## src/rtl/instr_fetch.sv

```systemverilog
// instr_fetch: instruction fetch stage feeding the R-type control decoder.
//
// Holds the PC and a word-addressed instruction memory that is written
// through a load port. After a start pulse it fetches one registered
// instruction per cycle, from PC 0 through the programmed length, then
// stops and raises done.
//
// Ports:
//   clk, rst        rising-edge clock, asynchronous active-high reset
//   i_imem_we       load-port write enable
//   i_imem_waddr    load-port word address
//   i_imem_wdata    load-port write data
//   i_prog_len      instructions to execute (clamped to IMEM_DEPTH)
//   i_start         begin or restart execution at PC 0
//   i_stall         hold outputs and PC
//   o_instr         registered instruction word
//   o_opcode .. o_funct  MIPS field slices of o_instr
//   o_pc_out        byte address of o_instr
//   o_valid         o_instr/o_pc_out meaningful this cycle
//   o_done          program finished (level)
module instr_fetch #(
  parameter int unsigned IMEM_DEPTH = 64,
  localparam int unsigned AW = $clog2(IMEM_DEPTH)
) (
  input  logic          clk,
  input  logic          rst,
  input  logic          i_imem_we,
  input  logic [AW-1:0] i_imem_waddr,
  input  logic [31:0]   i_imem_wdata,
  input  logic [AW:0]   i_prog_len,
  input  logic          i_start,
  input  logic          i_stall,
  output logic [31:0]   o_instr,
  output logic [5:0]    o_opcode,
  output logic [4:0]    o_rs,
  output logic [4:0]    o_rt,
  output logic [4:0]    o_rd,
  output logic [4:0]    o_shamt,
  output logic [5:0]    o_funct,
  output logic [31:0]   o_pc_out,
  output logic          o_valid,
  output logic          o_done
);

  localparam logic [1:0] ST_IDLE  = 2'd0;
  localparam logic [1:0] ST_FETCH = 2'd1;
  localparam logic [1:0] ST_DONE  = 2'd2;

  localparam logic [AW:0] LEN_MAX = (AW+1)'(IMEM_DEPTH);

  logic [31:0] r_mem [IMEM_DEPTH];
  logic [1:0]  r_state;
  logic [31:0] r_pc;
  logic [31:0] r_instr;
  logic [31:0] r_pc_out;
  logic        r_valid;
  logic        r_done;

  logic [AW-1:0] w_idx;
  logic [AW:0]   w_idx_full;
  logic [AW:0]   w_limit;
  logic          w_in_range;

  // One extra index bit so a PC that has run off the end of a full-depth
  // program compares correctly against the limit instead of wrapping.
  assign w_idx      = r_pc[AW+1:2];
  assign w_idx_full = r_pc[AW+2:2];
  assign w_limit    = (i_prog_len > LEN_MAX) ? LEN_MAX : i_prog_len;
  assign w_in_range = (w_idx_full < w_limit);

  // Load port; no reset on storage. Fetch samples r_mem with a non-blocking
  // read on the same edge, so a colliding write yields the old word.
  always_ff @(posedge clk) begin
    if (i_imem_we) begin
      r_mem[i_imem_waddr] <= i_imem_wdata;
    end
  end

  always_ff @(posedge clk or posedge rst) begin
    if (rst) begin
      r_state  <= ST_IDLE;
      r_pc     <= 32'd0;
      r_instr  <= 32'd0;
      r_pc_out <= 32'd0;
      r_valid  <= 1'b0;
      r_done   <= 1'b0;
    end else begin
      case (r_state)
        ST_IDLE: begin
          if (i_start) begin
            r_pc    <= 32'd0;
            r_state <= ST_FETCH;
          end
        end
        ST_FETCH: begin
          // Restart beats stall, and stall beats the length check.
          if (i_start) begin
            r_pc    <= 32'd0;
            r_valid <= 1'b0;
          end else if (!i_stall) begin
            if (w_in_range) begin
              r_instr  <= r_mem[w_idx];
              r_pc_out <= r_pc;
              r_valid  <= 1'b1;
              r_pc     <= r_pc + 32'd4;
            end else begin
              r_valid <= 1'b0;
              r_done  <= 1'b1;
              r_state <= ST_DONE;
            end
          end
        end
        ST_DONE: begin
          if (i_start) begin
            r_pc    <= 32'd0;
            r_done  <= 1'b0;
            r_state <= ST_FETCH;
          end
        end
        default: begin
          r_state <= ST_IDLE;
        end
      endcase
    end
  end

  assign o_instr  = r_instr;
  assign o_opcode = r_instr[31:26];
  assign o_rs     = r_instr[25:21];
  assign o_rt     = r_instr[20:16];
  assign o_rd     = r_instr[15:11];
  assign o_shamt  = r_instr[10:6];
  assign o_funct  = r_instr[5:0];
  assign o_pc_out = r_pc_out;
  assign o_valid  = r_valid;
  assign o_done   = r_done;

endmodule

```

## config.mk

```make
export PLATFORM = sky130hd
export DESIGN_NAME = instr_fetch
export DESIGN_NICKNAME = d
export VERILOG_FILES = /design/src/rtl/instr_fetch.sv
export SDC_FILE = /design/constraint.sdc
export NUM_CORES = 2
export LEC_CHECK = 0
export ABC_AREA = 1
export CAP_MARGIN = 20
export CORE_MARGIN = 1.5
export CORE_UTILIZATION = 45
export CTS_CLUSTER_DIAMETER = 100
export DETAILED_ROUTE_END_ITERATION = 12
export PLACE_DENSITY = 0.69
export SLEW_MARGIN = 5
export SYNTH_ARGS = -nofsm -noshare
export SYNTH_HDL_FRONTEND = slang
export SYNTH_SLANG_ARGS = --single-unit
```

## constraint.sdc

```tcl
create_clock -name clk -period 4.3 [get_ports clk]
set_input_delay 0.86 -clock clk [delete_from_list [all_inputs] [get_ports clk]]
set_output_delay 0.86 -clock clk [all_outputs]
set_load 0.05 [all_outputs]
```

==> metrics.md <==
| Metric | Value |
|---|---|
| Startpoint types | flip-flop |
| Final nets | 8,180 |
| Die area | 0.200 mm^2 |
| Final Total Pwr | 54,900 uW |
| Slew margin rel. | 0.278 |
| Num CTS Buffers | 207 |
| Final setup vio count | 0 |
| Worst path max stage delay | 1.05 ns |
| Gr ovfl total | 0 |
| Detailed-route DRC error count | 0 |
| CP Buf/Inv Count | 3 |
| Flop-to-flop setup slack | 1.03 ns |
| Final worst path period need | 3.27 ns |
| Maximum VDD drop | 0.480 mV |
| # hold bufs at CTS | 0 |
| Slew @ Worst Pin | 1.08 ns |
| CP most frequent cell | nand2_1 |
| Gr usage total | 0.241 |
| Clock Path Buffers | 3 |
| Count of pins over their slew limit | 0 |
| I/O Pins | 148 |
| First-pass GRT wire length | 362 mm |
| Max_cap viols | 0 |
| Area growth syn-to-layout | 13.1% |
| Sinks on Clock Net | 2,144 |
| Status | completed |
| Type of the worst min-delay path | input pin to flip-flop |
| CP max stage cell | dfrtp_4 |
| Vias in the first global route | 57,800 |
| Iter 0 DRT Violations | 7,912 |
| Clock Pin Slew Worst Setup and Hold Paths | 0.06 ns |
| Final wirelength | 244 mm |
| Syn_area_per_cell | 11.1 um^2 |
| Critical Path Sink Type | flip-flop |
| Starting density of the core | 0.452 |
| R2R Path End | o_instr[8] |
| Layout cells sized above 1 | 0.0812 |
| Mapped Cells | 8,048 |
| FMAX | 0.306 GHz |
| Die width | 448 um |
| Critical path class | flip-flop to flip-flop |
| Core Area | 0.197 mm^2 |
| Number of fillers in the final layout | 16,700 |
| Vias per cell | 5.50 |
| Setup TNS | 0 ns |
| Comb pwr share | 0.238 |
| CP arrival | 4.03 ns |
| Internal Power | 37,200 uW |
| Drt pass-1 iters | 8 |
| Clock Power Share | 0.330 |
| Root Driver | clkbuf_16 |
| CTS HTree Levels | 4 |
| Hold EP | r_mem[56][12] |
| Hold Path Origin | i_imem_wdata[12] |
| Antenna Nets Post-Route | 0 |
| Worst-path cell chain | inv_16, buf_4, buf_4, nand2_1, nand3_1, nand3_1, nand2_1, nor2_1, nand2_1, nand3_1, nand2_1, nand2_1, nand2_1 |
| Synth warn | 0 |
| Rows | 163 |
| Largest net degree at the start of global routing | 165 |
| LEAKAGE | 0.0371 uW |
| Pre-CTS WS | 0.778 ns |
| Uppermost routed layer | met5 |
| Routed WL per cell | 22.3 um |
| Sequential share of power | 0.432 |
| Post-route cell area | 0.101 mm^2 |
| Unique cell type count in the Yosys netlist | 37 |
| RD Place Congestion | 0.866 |
| HPWL Detailed | 137 mm |
| WHS Path Cells | 1 |
| Most frequent cells in the layout | 2,061 x nand2_1, 2,048 x edfxtp_1, 1,296 x nor2_1, 637 x nand3_1, 626 x o21ai_0 |
| Final hold viol count | 0 |
| Commonest non-fill, non-tap cell in the layout | nand2_1 |
| Smallest setup slack after layout | 1.03 ns |
| Via Count | 60,100 |
| WL met2 | 115 mm |
| Post-route clock period utilization | 0.761 |
| Reg2reg start | r_pc[2] |
| Register area share after synthesis | 0.718 |
| Critical path data required time | 5.06 ns |
| Die Y | 448 um |
| Crit Path Max Fanout | 106 |
| Post-CTS Repair Setup Buffers | 0 |
| PwrDens | 545 mW/mm^2 |
| Met1 WL | 96.9 mm |
| RSZ-0062 raised after global routing | no |
| Post-cts gate resize count | 0 |
| Clock skew | 0.0424 ns |
| Met3 wire length | 22.6 mm |
| Netlist Area Pre-Place | 0.0890 mm^2 |
| Switch Pwr | 17,600 uW |
| Initial antenna violation count | 13 |
| Switch share | 0.321 |
| Placement Cell Area | 0.0938 mm^2 |
| Worst-skew pair later-pin latency | 0.86 ns |
| Critical path's top delay family | flip-flops |
| I/O Buffers | 145 |
| Register-to-Register Path Depth | 13 |
| #FFs+latches synth | 2,144 |
| CTS tree | built |
==> cell type report <==
class,instances,area (um^2),area share
clock buffer,272,5600,0.0556
sequential,2144,63900,0.635
clock inverter,116,1180,0.0117
multi-input combinational,4975,21500,0.214
antenna,1,2.50,0.0000249
inverter,443,1700,0.0169
timing repair buffer,352,3420,0.0339
tap,2640,3300,0.0328
==> power groups by stage <==
stage	logic [uW]	registers, uW	clock network, uW
final	13100	23700	18100
after global routing	14400	23700	19100
after CTS	13000	23700	18300
after detailed placement	12900	24100	0
after global placement	12700	24100	0
after floorplan	8730	24300	0
==> metal layers <==
| layer | vias to the layer above | GRT usage |
|---|---|---|
| met5 | - | 0 |
| met4 | 20 | 0.0973 |
| met1 | 29200 | 0.329 |
| li1 | 27300 | - |
| met2 | 3096 | 0.389 |
| met3 | 476 | 0.0358 |
==> worst register-to-register path, cell delays in order, from the launching register on <==
cell and delay, ns:
dfrtp_4 1.05, inv_16 0.41, buf_4 0.43, buf_4 0.28
nand2_1 0.12, nand3_1 0.07, nand3_1 0.13, nand2_1 0.07
nor2_1 0.17, nand2_1 0.16, nand3_1 0.13, nand2_1 0.06
nand2_1 0.07, nand2_1 0.05
==> per-stage QoR <==
step | instances | util | hold WS [ns]
2_1_floorplan | 8049 | - | 0.474
3_3_place_gp | 10600 | 0.477 | 0.465
6_report | 10900 | 0.511 | 0.198
4_1_cts | 10900 | 0.511 | 0.146
3_5_place_dp | 10600 | 0.477 | 0.467
5_1_grt | 10900 | 0.511 | 0.179
==> synth_stat cells (all sizes together) <==
library cell	n	area (um^2)
o21ai	655	3280
o211ai	51	383
or2	40	250
nand2	2062	7740
nor2	1357	5120
a21o	1	7.51
o22ai	8	50.1
nor3	16	80.1
xnor2	1	8.76
xor2	17	149
a22oi	2	15.0
nor4	9	56.3
ha	7	87.6
dfrtp	96	2400
o21bai	1	7.51
a21oi	83	415
nand4	19	125
conb	1	3.75
a221o	1	10.0
inv	443	1670
o21a	1	7.51
edfxtp	2048	61500
nand3	637	3190
clkbuf	151	567
buf	336	1820
mux2i	2	20.0
and3	3	18.8
==> state kept, by name (all words and copies together), names as in the netlist <==
signal    flops
o_valid       1
o_instr      32
o_done        1
r_pc         30
r_mem      2048
o_pc_out     30
r_state       2
==> worst max path at each step <==
stage                     cells past startpoint          start           end  slack, ns
after floorplan                               3      i_imem_we  r_mem[48][0]      -0.69
after global placement                       13  i_prog_len[6]    o_instr[8]       0.84
after detailed placement                     13  i_prog_len[6]   o_instr[28]       0.78
after CTS                                    14        r_pc[2]   o_instr[20]       1.10
after global routing                         12        r_pc[2]    o_instr[3]       0.93
final                                        13        r_pc[2]    o_instr[8]       1.03
==> logic make-up after synthesis <==
family / Yosys count / synth area share
xor gates and xnor gates: 18 / 0.00177
muxes: 2 / 0.000225
and+or+nand+nor: 4143 / 0.186
adders and majority gates: 7 / 0.000984
buffers and inverters: 930 / 0.0455
DFF: 2144 / 0.718
other: 1 / 0.0000421
AOI/OAI and AO/OA: 803 / 0.0469
(Power assumes the default switching activity.)
